<file path="config.mk">
export PLATFORM = sky130hd
export DESIGN_NAME = fsm16bit_monitor_flat
export DESIGN_NICKNAME = d
export VERILOG_FILES = /design/src/rtl/fsm16bit_pkg.sv /design/src/rtl/fsm16bit_monitor_if.sv /design/src/rtl/fsm16bit_ref_model.sv /design/src/rtl/fsm16bit_monitor.sv /design/src/flat_wrapper.sv
export SDC_FILE = /design/constraint.sdc
export NUM_CORES = 1
export LEC_CHECK = 0
export ABC_AREA = 0
export BUFFER_PORTS_ARGS = -buffer_cell sky130_fd_sc_hd__buf_2
export CORE_MARGIN = 2
export CORE_UTILIZATION = 50
export DETAILED_ROUTE_END_ITERATION = 8
export HOLD_SLACK_MARGIN = 0.1
export PLACE_DENSITY = 0.72
export REMOVE_ABC_BUFFERS = 1
export SLEW_MARGIN = 20
export SYNTH_ARGS = -nofsm -noshare
export SYNTH_HDL_FRONTEND = slang
export SYNTH_HIERARCHICAL = 1
export SYNTH_SLANG_ARGS = --single-unit
</file>
<file path="constraint.sdc">
create_clock -name clock -period 4 [get_ports clock]
set_input_delay 0.2 -clock clock [delete_from_list [all_inputs] [get_ports clock]]
set_output_delay 0.2 -clock clock [all_outputs]
set_load 0.005 [all_outputs]
</file>
<file path="src/rtl/fsm16bit_pkg.sv">
// Shared definitions for the 16-bit FSM and its monitor: load constant,
// monitor states, op decode and the FSM's pure next-state function.
package fsm16bit_pkg;

    localparam logic [15:0] STUDENT_ID = 16'h3782;

    typedef enum logic [1:0] {
        UNSYNC = 2'd0,
        TRACK  = 2'd1,
        FAULT  = 2'd2
    } mon_state_t;

    typedef enum logic [2:0] {
        OP_LOAD = 3'd0,
        OP_ROR  = 3'd1,
        OP_ROL  = 3'd2,
        OP_SUB  = 3'd3,
        OP_ADD  = 3'd4
    } op_t;

    function automatic op_t decode_op(input logic check, input logic mode,
                                      input logic direction);
        op_t op;
        if (!check)         op = OP_LOAD;
        else if (!mode)     op = direction ? OP_ROL : OP_ROR;
        else                op = direction ? OP_ADD : OP_SUB;
        return op;
    endfunction

    // Arithmetic wraps modulo 2^16 with no flag, exactly as the FSM does.
    function automatic logic [15:0] next_state(input logic [15:0] cur,
                                               input logic check,
                                               input logic mode,
                                               input logic direction,
                                               input logic [3:0] value);
        logic [15:0] nxt;
        case (decode_op(check, mode, direction))
            OP_LOAD: nxt = STUDENT_ID;
            OP_ROR:  nxt = {cur[0], cur[15:1]};
            OP_ROL:  nxt = {cur[14:0], cur[15]};
            OP_SUB:  nxt = cur - {12'd0, value};
            default: nxt = cur + {12'd0, value};
        endcase
        return nxt;
    endfunction

endpackage

</file>
<file path="src/rtl/fsm16bit_monitor_if.sv">
// Stimulus and observed-count bus shared by the 16-bit FSM and its monitor.
interface fsm16bit_monitor_if;

    logic        dut_reset_n;
    logic        enable;
    logic        check;
    logic        mode;
    logic        direction;
    logic [3:0]  value;
    logic [15:0] count;

    modport master (output dut_reset_n, enable, check, mode, direction, value, count);
    modport slave  (input  dut_reset_n, enable, check, mode, direction, value, count);

endinterface

</file>
<file path="src/rtl/fsm16bit_ref_model.sv">
// Combinational reference of the FSM's next state for one clock edge.
module fsm16bit_ref_model #(
    parameter logic [15:0] STUDENT_ID = fsm16bit_pkg::STUDENT_ID
) (
    input  logic [15:0] cur,
    input  logic        dut_reset_n,
    input  logic        enable,
    input  logic        check,
    input  logic        mode,
    input  logic        direction,
    input  logic [3:0]  value,
    output logic [15:0] nxt
);
    import fsm16bit_pkg::*;

    // The load branch uses the local parameter so an overridden ID is honoured.
    always_comb begin
        nxt = cur;
        if (!dut_reset_n)
            nxt = '0;
        else if (enable)
            nxt = check ? next_state(cur, check, mode, direction, value) : STUDENT_ID;
    end

endmodule

</file>
<file path="src/rtl/fsm16bit_monitor.sv">
// Passive monitor: tracks a reference copy of the 16-bit FSM state and flags,
// counts and captures any divergence of the observed count.
module fsm16bit_monitor #(
    parameter logic [15:0] STUDENT_ID = fsm16bit_pkg::STUDENT_ID,
    parameter int          ERR_W      = 8
) (
    input  logic                 clock,
    input  logic                 reset,
    fsm16bit_monitor_if.slave    bus,
    input  logic                 clear,
    output logic                 synced,
    output logic                 mismatch,
    output logic                 fault,
    output logic [ERR_W-1:0]     err_count,
    output logic [15:0]          bad_expected,
    output logic [15:0]          bad_actual
);
    import fsm16bit_pkg::*;

    mon_state_t  state, state_nxt;
    logic [15:0] expected;
    logic [15:0] ref_nxt;
    logic        dut_rstn_p0;
    logic        cmp_en;
    logic        hit;

    function automatic logic [ERR_W-1:0] sat_inc(input logic [ERR_W-1:0] v);
        return (&v) ? v : v + 1'b1;
    endfunction

    fsm16bit_ref_model #(.STUDENT_ID(STUDENT_ID)) u_ref (
        .cur         (expected),
        .dut_reset_n (bus.dut_reset_n),
        .enable      (bus.enable),
        .check       (bus.check),
        .mode        (bus.mode),
        .direction   (bus.direction),
        .value       (bus.value),
        .nxt         (ref_nxt)
    );

    // Skip the first edge after FSM reset release: its asynchronous reset
    // timing relative to our clock is unknown.
    assign cmp_en = (state != UNSYNC) && bus.dut_reset_n && dut_rstn_p0;
    assign hit    = cmp_en && (bus.count != expected);

    always_comb begin
        state_nxt = state;
        if (clear) begin
            state_nxt = TRACK;
        end else begin
            case (state)
                UNSYNC:  if (!bus.dut_reset_n || (bus.enable && !bus.check)) state_nxt = TRACK;
                TRACK:   if (hit) state_nxt = FAULT;
                FAULT:   state_nxt = FAULT;
                default: state_nxt = UNSYNC;
            endcase
        end
    end

    always_ff @(posedge clock) begin
        if (reset) begin
            state        <= UNSYNC;
            expected     <= '0;
            dut_rstn_p0  <= 1'b0;
            mismatch     <= 1'b0;
            err_count    <= '0;
            bad_expected <= '0;
            bad_actual   <= '0;
        end else begin
            state       <= state_nxt;
            dut_rstn_p0 <= bus.dut_reset_n;
            if (clear) begin
                expected     <= bus.dut_reset_n ? bus.count : 16'h0000;
                mismatch     <= 1'b0;
                err_count    <= '0;
                bad_expected <= '0;
                bad_actual   <= '0;
            end else begin
                expected <= ref_nxt;
                mismatch <= hit;
                if (hit)
                    err_count <= sat_inc(err_count);
                if (hit && (state == TRACK)) begin
                    bad_expected <= expected;
                    bad_actual   <= bus.count;
                end
            end
        end
    end

    assign synced = (state != UNSYNC);
    assign fault  = (state == FAULT);

endmodule

</file>
<file path="src/flat_wrapper.sv">
// flat-port wrapper written by rule: the top's interface ports become plain ports
module fsm16bit_monitor_flat import fsm16bit_pkg::*;
#(
    parameter logic [15:0] STUDENT_ID = fsm16bit_pkg::STUDENT_ID,
    parameter int          ERR_W      = 8
)
  (clock, reset, clear, synced, mismatch, fault, err_count, bad_expected, bad_actual, bus_dut_reset_n, bus_enable, bus_check, bus_mode, bus_direction, bus_value, bus_count);
  fsm16bit_monitor_if bus_i ();
  input  logic clock;
  input  logic reset;
  input  logic clear;
  output logic synced;
  output logic mismatch;
  output logic fault;
  output logic [ERR_W-1:0] err_count;
  output logic [15:0] bad_expected;
  output logic [15:0] bad_actual;
  input wire logic [$bits(bus_i.dut_reset_n)-1:0] bus_dut_reset_n;
  input wire logic [$bits(bus_i.enable)-1:0] bus_enable;
  input wire logic [$bits(bus_i.check)-1:0] bus_check;
  input wire logic [$bits(bus_i.mode)-1:0] bus_mode;
  input wire logic [$bits(bus_i.direction)-1:0] bus_direction;
  input wire logic [$bits(bus_i.value)-1:0] bus_value;
  input wire logic [$bits(bus_i.count)-1:0] bus_count;
  assign bus_i.dut_reset_n = bus_dut_reset_n;
  assign bus_i.enable = bus_enable;
  assign bus_i.check = bus_check;
  assign bus_i.mode = bus_mode;
  assign bus_i.direction = bus_direction;
  assign bus_i.value = bus_value;
  assign bus_i.count = bus_count;
  fsm16bit_monitor #(.STUDENT_ID(STUDENT_ID), .ERR_W(ERR_W)) u_core (.clock(clock), .reset(reset), .bus(bus_i), .clear(clear), .synced(synced), .mismatch(mismatch), .fault(fault), .err_count(err_count), .bad_expected(bad_expected), .bad_actual(bad_actual));
endmodule
</file>
==> results.yml, run 1 <==
status:
  status: "complete, no violations"
critical_path:
  r2r_cells: 10
  ff2ff_setup_slack_ns: 1.47
  startpoint_type: "primary input"
  path_class: "in -> reg"
  reg2reg_to: "u_core/expected[10]$_SDFF_PP0_"
  cp.arrival_ns: 3.29
  rr_startpoint: "u_core/expected[0]$_SDFF_PP0_"
  crit_required_ns: 4.23
  crit_start: "bus_direction"
  cp-endpoint: "u_core/expected[11]$_SDFF_PP0_"
  crit_path_end_kind: "flip-flop"
  cp_max_fo: 20
global_route:
  gr-usage-all-layers_pct: 25.8
  use_met3_pct: 4.71
  antenna_found_initial: 0
  grt_pass1_vias: 3722
  grt_remaining_overflow: 0
  use_met1_pct: 32.5
  grt_max_degree: 54
  grt_pass1_wl_um: 18200
  grt-busiest-layer: "met2"
  use_met2_pct: 43.3
worst_hold_path:
  worst_hold_path.num_cells: 2
  hp-start: "bus_count[10]"
  hp-class: "in -> reg"
timing:
  min_period_ns: 3.06
  rsz0062_at_grt: "false"
  slew_violations: 0
  timing.final.crit_share_pct: 76.5
  fmax_mhz: 327
  max_slew.worst_pin.slew_ns: 1.08
  setup_slack_ns: 0.941
  finalSetupViolations: 0
  setup_tns_ns: 0
  relSlewSlack_pct: 27.5
  hold_viol: 0
  skew_ns: 0.00824
layout:
  diodes: 0
  fillerInstances: 790
  regArea_sq_mm: 0.00120
  area.growth.synth_to_final_pct: 13.0
  drive_above_1_share_pct: 19.6
  multi_input_area_sq_mm: 0.00267
  nNetsFinal: 637
synthesis:
  syn_inst: 530
  async_reset_ff_share_pct: 0
  syn_avg_cell_area_sq_um: 7.78
  yosysWarnings: 6
  ys_seq_area_share_pct: 29.1
  synth.distinct_cells: 60
  synth_edf_count: 0
  syn_area_sq_mm: 0.00413
  synthFlopType: "dfxtp_1"
  ys_ff_latch: 60
clock_network:
  cts_sinks: 60
  insertion_delay_ns: 0.34
  clock-root-buffer: "clkbuf_8"
  cts_made_buffers: 9
  htreeDepth: 3
  cts_setup_buffers: 0
  cts_tree: "done"
  clock_path_buffers: 2
  clk_pin_slew_ns: 0.07
route:
  viasPerCell: 5.93
  ant_nets: 0
  dr.pass1.iters: 8
  vias: 4104
  wl_um: 11200
  drc: 0
  drtIter0Drc: 347
  wl_per_cell_um: 16.2
job:
  cap_viol_max_count: 0
placed_design:
  dp_hpwl_um: 8260
  globalplace.congestion: 0.943
  portBuffers: 70
  place_ws_ns: 0.664
die:
  die_height_um: 94.8
  die_x_um: 94.8
  core_region_area_sq_mm: 0.00809
  num_rows: 33
  start_util_pct: 51.0
  ios: 71
  fp.dieArea_sq_mm: 0.00899
power:
  leakagePower_nw: 2.01
  peakVddDrop_mv: 0.173
  powerDensity_mw_per_mm2: 303
==> cell usage after synthesis (all sizes together) (2+ instances only) <==
cell type,instances,share of area (%)
clkbuf,21,1.9
a21boi,3,0.55
or2,2,0.36
nand4,12,1.8
nor2,27,2.5
and2,5,0.76
o311a,2,0.49
o21ai,67,9.0
a211o,2,0.42
o2111ai,2,0.58
inv,23,2.1
mux2i,2,0.49
a22o,16,3.4
a21o,7,1.3
nor2b,4,0.61
a211oi,4,0.73
nand2b,5,0.94
nand3,46,5.7
o211a,3,0.73
ha,25,7.6
o221ai,4,0.85
or3,6,0.91
dfxtp,60,29
nor4,6,1.5
a31oi,5,0.76
nand2,56,5.1
xor2,21,4.5
a21oi,38,4.7
and3,6,0.91
o21a,3,0.55
nor3,7,0.85
o211ai,6,1.1
xnor2,8,1.9
buf,13,2.4
==> power breakdown <==
part / switching [mW] / internal (mW) / leakage, nW
logic: 0.181 / 0.110 / 1.44
registers: 0.0199 / 0.608 / 0.486
clock network: 0.241 / 0.253 / 0.0872
==> placed cells by master, fill, tap and decap left out, types with 10 or more instances in the layout <==
| cell type | instances |
|---|---|
| dfxtp_1 | 60 |
| ha_1 | 25 |
| xor2_1 | 21 |
| inv_1 | 22 |
| nand2_1 | 56 |
| buf_2 | 70 |
| nand3_1 | 45 |
| o21ai_2 | 10 |
| nor2_1 | 26 |
| o21ai_0 | 32 |
| a22o_1 | 16 |
| a21oi_1 | 37 |
| o21ai_1 | 25 |
| nand4_1 | 12 |
| clkbuf_8 | 11 |
==> layout make-up <==
type / instances / share of cell area [%]
clock buffers: 11 / 3.25
clock inverters: 4 / 0.537
inverters: 23 / 1.85
multi-input cells: 413 / 57.2
flip-flops and latches: 60 / 25.8
well taps: 105 / 2.82
repair buffers: 76 / 8.53
==> critical path, stage by stage <==
cell and delay (ns):
buf_2 0.30, ha_1 0.31, and4bb_2 0.27, inv_1 0.12, nand2_1 0.21, ha_1 0.47
nand4_1 0.12, a21oi_1 0.19, o21ai_1 0.16, o21ba_2 0.28, xnor2_1 0.15, o311a_1 0.30
a22o_1 0.20
==> timing repair <==
item                                   CTS  global route
resized for setup                        0             0
endpoints found under the hold margin    1             0
hold buffers                             1             0
==> through the flow <==
stage,std cells,power [mW],util [%],instance area (sq um),hold WS (ns)
final,692,1.41,57.6,4660,0.109
after global routing,692,1.48,57.6,4660,0.108
after CTS,692,1.42,57.6,4660,0.101
after detailed placement,676,0.924,55.3,4480,0.447
after global placement,676,0.920,55.3,4480,0.439
after floorplan,496,0.827,-,3950,0.279
==> layer usage <==
layer	part of all wire [%]	routed length, um
met5	0	0
met4	2.3	253
met3	6.7	757
met2	47	5270
met1	44	4960
==> registers in the layout, indices dropped and copies added, names as in the netlist <==
| signal | flops |
|---|---|
| u_core/bad_actual | 16 |
| u_core/bad_expected | 16 |
| u_core/dut_rstn_p0 | 1 |
| u_core/err_count | 8 |
| u_core/expected | 16 |
| u_core/mismatch | 1 |
| u_core/state | 2 |
==> kinds of logic (layout without fill, tap and decap cells) <==
family / after synthesis / in the layout / synth area share (%)
compound gates: 169 / 169 / 26.6
fa+ha+maj: 26 / 26 / 8.07
xor+xnor: 29 / 29 / 6.34
flops: 60 / 60 / 29.1
simple gates: 187 / 187 / 23.1
buf+inv: 57 / 114 / 6.37
mux: 2 / 2 / 0.485
==> how the worst min path moves through the flow <==
stage                                               to  slack (ns)
CTS                     u_core/expected[10]$_SDFF_PP0_        0.10
floorplan                u_core/dut_rstn_p0$_SDFF_PP0_        0.28
finish                  u_core/expected[10]$_SDFF_PP0_        0.11
detailed placement  u_core/bad_actual[15]$_SDFFE_PP0P_        0.45
global route             u_core/expected[7]$_SDFF_PP0_        0.11
global placement     u_core/bad_actual[5]$_SDFFE_PP0P_        0.44
Note: power is estimated with default switching activity, not from simulation.
==> run 2: changes to the inputs <==
--- a/config.mk
+++ b/config.mk
@@ -11,7 +11,7 @@
 export CORE_UTILIZATION = 50
 export DETAILED_ROUTE_END_ITERATION = 8
 export HOLD_SLACK_MARGIN = 0.1
-export PLACE_DENSITY = 0.72
+export PLACE_DENSITY = 0.75
 export REMOVE_ABC_BUFFERS = 1
 export SLEW_MARGIN = 20
 export SYNTH_ARGS = -nofsm -noshare
==> constraint.sdc (replaced) <==
create_clock -name clock -period 2.49 [get_ports clock]
set_input_delay 0.1245 -clock clock [delete_from_list [all_inputs] [get_ports clock]]
set_output_delay 0.1245 -clock clock [all_outputs]
set_load 0.005 [all_outputs]
==> results.yml, run 2 (same netlist as run 1, synthesis figures left out) <==
critical_path:
  crit_start: "bus_direction"
  startpoint_type: "primary input"
  rr_startpoint: "u_core/expected[0]$_SDFF_PP0_"
  ff2ff_setup_slack_ns: 0.21
  crit_path_end_kind: "flip-flop"
  crit_required_ns: 2.72
  cp-endpoint: "u_core/expected[14]$_SDFF_PP0_"
  r2r_cells: 10
  path_class: "in -> reg"
  cp_max_fo: 4
  cp.arrival_ns: 2.66
  reg2reg_to: "u_core/expected[14]$_SDFF_PP0_"
timing:
  max_slew.worst_pin.slew_ns: 0.709
  relSlewSlack_pct: 52.7
  rsz0062_at_grt: "true"
  min_period_ns: 2.43
  fmax_mhz: 411
  timing.final.crit_share_pct: 97.7
  finalSetupViolations: 0
  skew_ns: 0.00989
  hold_viol: 0
  setup_slack_ns: 0.0568
  slew_violations: 0
die:
  num_rows: 33
  core_region_area_sq_mm: 0.00809
  die_height_um: 94.8
  die_x_um: 94.8
  ios: 71
  fp.dieArea_sq_mm: 0.00899
  start_util_pct: 51.0
global_route:
  grt_max_degree: 56
  antenna_found_initial: 0
  gr-usage-all-layers_pct: 27.7
  grt_remaining_overflow: 0
  grt_pass1_vias: 4018
  grt_pass1_wl_um: 19400
layout:
  diodes: 0
  drive_above_1_share_pct: 28.4
  area.growth.synth_to_final_pct: 31.2
  layout_commonest_cell: "buf_2"
  layout_common_cells: "buf_2, dfxtp_1, buf_4"
  fin_util_pct: 66.9
  nNetsFinal: 708
  largestRegisters: "u_core/bad_actual (16), u_core/bad_expected (16), u_core/expected (16)"
route:
  drc: 0
  vias: 4445
  drtIter0Drc: 304
  dr.pass1.iters: 5
  ant_nets: 0
  wl_um: 12600
  wl_per_cell_um: 16.5
  viasPerCell: 5.82
power:
  leakagePower_nw: 2.41
  powerDensity_mw_per_mm2: 457
  peakVddDrop_mv: 0.236
  power_mw: 2.48
job:
  cap_viol_max_count: 0
status:
  status: "complete, no violations"
clock_network:
  cts_tree: "done"
  insertion_delay_ns: 0.34
  htreeDepth: 3
  cts_sinks: 60
  clock-root-buffer: "clkbuf_8"
  cts_made_buffers: 9
  clk_pin_slew_ns: 0.07
  clock_path_buffers: 2
placed_design:
  place_ws_ns: -0.463
  globalplace.congestion: 0.936
  portBuffers: 70
  dp_hpwl_um: 9030
worst_hold_path:
  hp-class: "in -> reg"
[run 2: area by class of cell]
type / instances / area [sq um]
inverters: 23 / 86.3
clock buffers: 11 / 131
flip-flops and latches: 60 / 1200
well taps: 105 / 131
repair buffers: 147 / 1020
multi-input cells: 413 / 2790
clock inverters: 5 / 52.6
fillers: 738 / 2680
[run 2: worst min path at each step]
stage	slack, ns	from	end	cells past startpoint
global route	0.16	clear	u_core/state[0]$_SDFFE_PP0P_	2
finish	0.15	clear	u_core/state[0]$_SDFFE_PP0P_	2
global placement	0.37	reset	u_core/dut_rstn_p0$_SDFF_PP0_	2
floorplan	0.20	reset	u_core/dut_rstn_p0$_SDFF_PP0_	1
CTS	0.13	clear	u_core/state[0]$_SDFFE_PP0P_	2
detailed placement	0.38	reset	u_core/dut_rstn_p0$_SDFF_PP0_	2
[run 2: timing repair]
item                                    in CTS  in global routing
hold endpoints to repair                    33                  0
setup buffers                                0                  5
endpoints found under the setup margin       6                 11
gates resized for setup                      6                 28
hold buffers                                17                  0
pin swaps                                    4                 13
[run 2: worst max-delay path: stages]
cell and delay (ns):
buf_8 0.11, ha_4 0.25, and4bb_2 0.30, inv_2 0.08
a21o_1 0.21, fa_2 0.40, nor2b_4 0.15, o2111ai_4 0.16
a31oi_1 0.23, o21ai_1 0.10, xor2_1 0.22, a21oi_1 0.11
a22o_1 0.21
[run 2: through the flow]
| step | TNS, ns | instances | area [sq um] | hold slack, ns |
|---|---|---|---|---|
| final | 0 | 764 | 5410 | 0.145 |
| after global routing | -0.187 | 764 | 5410 | 0.165 |
| after CTS | -0.000250 | 759 | 5250 | 0.134 |
| after detailed placement | -4.29 | 726 | 4880 | 0.378 |
| after global placement | -3.46 | 726 | 4880 | 0.372 |
| after floorplan | -29.92 | 496 | 3950 | 0.204 |
[run 2: report_power, final]
group	internal [mW]	leakage (nW)	switching, mW
logic	0.284	1.83	0.342
registers	0.977	0.486	0.0237
clock network	0.457	0.0931	0.391
total	1.72	2.41	0.756
[run 2: per-layer routing]
metal	up-vias	track usage, %	routed length [um]	part of all wire [%]
met5	-	0	0	0
met2	183	47.9	6110	49
met3	37	3.59	721	5.7
li1	2165	-	-	-
met4	0	11.6	450	3.6
met1	2060	34.5	5300	42
==> run 3: changes to the inputs <==
--- a/config.mk
+++ b/config.mk
@@ -8,13 +8,12 @@
 export ABC_AREA = 0
 export BUFFER_PORTS_ARGS = -buffer_cell sky130_fd_sc_hd__buf_2
 export CORE_MARGIN = 2
-export CORE_UTILIZATION = 50
+export CORE_UTILIZATION = 51
 export DETAILED_ROUTE_END_ITERATION = 8
 export HOLD_SLACK_MARGIN = 0.1
-export PLACE_DENSITY = 0.75
+export PLACE_DENSITY = 0.77
 export REMOVE_ABC_BUFFERS = 1
 export SLEW_MARGIN = 20
 export SYNTH_ARGS = -nofsm -noshare
 export SYNTH_HDL_FRONTEND = slang
-export SYNTH_HIERARCHICAL = 1
 export SYNTH_SLANG_ARGS = --single-unit
==> results.yml, run 3 <==
synthesis:
  syn_area_sq_mm: 0.00395
  synth_edf_count: 0
  ys_seq_area_share_pct: 30.4
  yosys.area.top_type: "dfxtp_1"
  synth_common_cells: "nor2_1, dfxtp_1, a21oi_1, nand2_1, mux2i_1"
  ys_ff_latch: 60
  synthFlopType: "dfxtp_1"
  syn_avg_cell_area_sq_um: 8.18
  netlist_top_cells_area: "dfxtp_1, mux2i_1, ha_1, nor2_1, xnor2_1"
  yosysWarnings: 0
  synth.distinct_cells: 53
  syn_inst: 483
  async_reset_ff_share_pct: 0
  yosysMostFrequentCell: "nor2_1"
  synth_top_area_share_pct: 30.4
critical_path:
  crit_path_end_kind: "flip-flop"
  startpoint_type: "primary input"
  max_stage_delay_ns: 0.45
  crit_required_ns: 2.70
  critPathBufInv: 4
  crit_path_top_delay_cell: "or4b_4"
  crit_family: "simple AND/OR/NAND/NOR gates"
  cp_max_fo: 5
  cp.arrival_ns: 2.71
  crit_path_cell_trace: "buf_6 -> ha_4 -> inv_4 -> nor4_4 -> buf_4 -> a21o_4 -> ha_4 -> nand2_2 -> or4b_4 -> o22ai_2 -> buf_6 -> o21ai_0 -> xnor2_1 -> o22ai_1"
  path_class: "in -> reg"
die:
  ios: 71
  num_rows: 32
  start_util_pct: 51.9
  die_x_um: 92.0
  fp.dieArea_sq_mm: 0.00846
  die_height_um: 92.0
  core_region_area_sq_mm: 0.00761
layout:
  area.growth.synth_to_final_pct: 32.9
  fin_area_sq_mm: 0.00525
  multi_input_area_sq_mm: 0.00270
  diodes: 0
  regArea_sq_mm: 0.00120
  largestRegisters: "u_core.bad_actual (16), u_core.bad_expected (16), u_core.expected (16)"
  fillerInstances: 638
  drive_above_1_share_pct: 27.8
  nNetsFinal: 667
  layout_common_cells: "nor2_1, buf_2, dfxtp_1"
  fin_util_pct: 69.0
global_route:
  grt_remaining_overflow: 0
  grt_pass1_wl_um: 19800
  grt_pass1_vias: 4124
  gr-usage-all-layers_pct: 29.5
  grt_max_degree: 28
  antenna_found_initial: 0
timing:
  skew_ns: 0.0123
  fmax_mhz: 399
  timing.final.crit_share_pct: 101
  setup_tns_ns: -0.0170
  slew_violations: 0
  max_slew.worst_pin.slew_ns: 0.581
  finalSetupViolations: 2
  setup_slack_ns: -0.0147
  relSlewSlack_pct: 61.0
  hold_viol: 0
  rsz0062_at_grt: "true"
  min_period_ns: 2.50
route:
  viasPerCell: 5.90
  wl_um: 12400
  ant_nets: 0
  vias: 4247
  dr.pass1.iters: 7
  drc: 0
  wl_per_cell_um: 17.2
  drtIter0Drc: 488
clock_network:
  clock-root-buffer: "clkbuf_8"
  clk_pin_slew_ns: 0.06
  clock_path_buffers: 2
  insertion_delay_ns: 0.35
  cts_made_buffers: 9
  cts_tree: "done"
  cts_sinks: 60
  htreeDepth: 3
placed_design:
  dp_hpwl_um: 9140
  place_area_sq_mm: 0.00476
  portBuffers: 70
  globalplace.congestion: 0.983
power:
  peakVddDrop_mv: 0.433
  powerDensity_mw_per_mm2: 488
  leakagePower_nw: 2.28
status:
  violations: "setup timing"
  status: "complete, but fails checks"
job:
  cap_viol_max_count: 0
worst_hold_path:
  hp-class: "in -> reg"
[run 3: cell types whose count changed after synthesis, sizes merged, moves of 9 or more]
cell / previous run / this run
xnor2: 8 / 28
nor3: 7 / 16
o21ai: 67 / 18
xor2: 21 / 4
buf: 13 / 4
mux2i: 2 / 35
nand3: 46 / 8
nor2: 27 / 68
nand2: 56 / 37
a22o: 16 / 0
[run 3: path summary, 6_finish.rpt]
kind	end	start	cells after the start	slack [ns]
worst max-delay path	u_core.expected[9]$_SDFFE_PP0P_	bus_direction	14	-0.01
worst max register to register	u_core.expected[9]$_SDFFE_PP0P_	u_core.expected[6]$_SDFFE_PP0P_	8	0.24
worst min-delay path	u_core.bad_actual[11]$_SDFFE_PP0P_	bus_count[11]	3	0.1
worst min register to register	u_core.bad_actual[0]$_SDFFE_PP0P_	u_core.bad_actual[0]$_SDFFE_PP0P_	2	0.49
[run 3: report_power, final]
group / switching [mW] / leakage (nW) / internal [mW] / total (mW)
sequential: 0.0274 / 0.486 / 0.977 / 1.00
clock: 0.387 / 0.107 / 0.590 / 0.977
combinational: 0.316 / 1.69 / 0.264 / 0.579
total: 0.730 / 2.28 / 1.83 / 2.56
[run 3: worst reg2reg max path, stage by stage (launching register included)]
cell	delay (ns)
dfxtp_1	0.53
ha_4	0.27
nand2_2	0.06
or4b_4	0.45
o22ai_2	0.19
buf_6	0.14
o21ai_0	0.10
xnor2_1	0.27
o22ai_1	0.11
[run 3: repair_timing]
action,4_1_cts,5_1_grt
hold buffers,11,0
setup endpoints to repair,2,9
pin swaps,2,11
setup buffers,1,1
resized for setup,3,29
endpoints found under the hold margin,14,0
[run 3: layer usage]
layer	vias up	global-route usage (%)	part of all wire, %
met5	-	0	0
met4	0	16.0	4.5
met3	51	5.67	7.9
met2	225	49.9	48
met1	1977	35.1	40
li1	1994	-	-
[run 3: per-stage QoR]
stage | hold slack (ns) | setup WS, ns | total power, mW | instances
after floorplan | 0.264 | -2.37 | 1.31 | 461
after global placement | 0.404 | -0.327 | 1.53 | 691
after detailed placement | 0.417 | -0.391 | 1.55 | 691
after CTS | 0.104 | 0.0109 | 2.53 | 719
after global routing | 0.114 | -0.109 | 2.66 | 720
final | 0.0973 | -0.0147 | 2.56 | 720
[run 3: cells by family after synthesis]
group / Yosys count / synth area share, %
mux: 36 / 9.16
flops: 60 / 30.4
fa+ha+maj: 26 / 8.43
compound gates: 124 / 20.6
xor+xnor: 32 / 7.10
buf+inv: 41 / 4.50
simple gates: 164 / 19.8
[run 3: final cells by class]
cell class,count,area share (%)
multi-input cells,382,51.4
flip-flops and latches,60,22.9
repair buffers,141,17.7
clock buffers,12,2.77
well taps,102,2.43
inverters,19,1.41
clock inverters,4,1.38
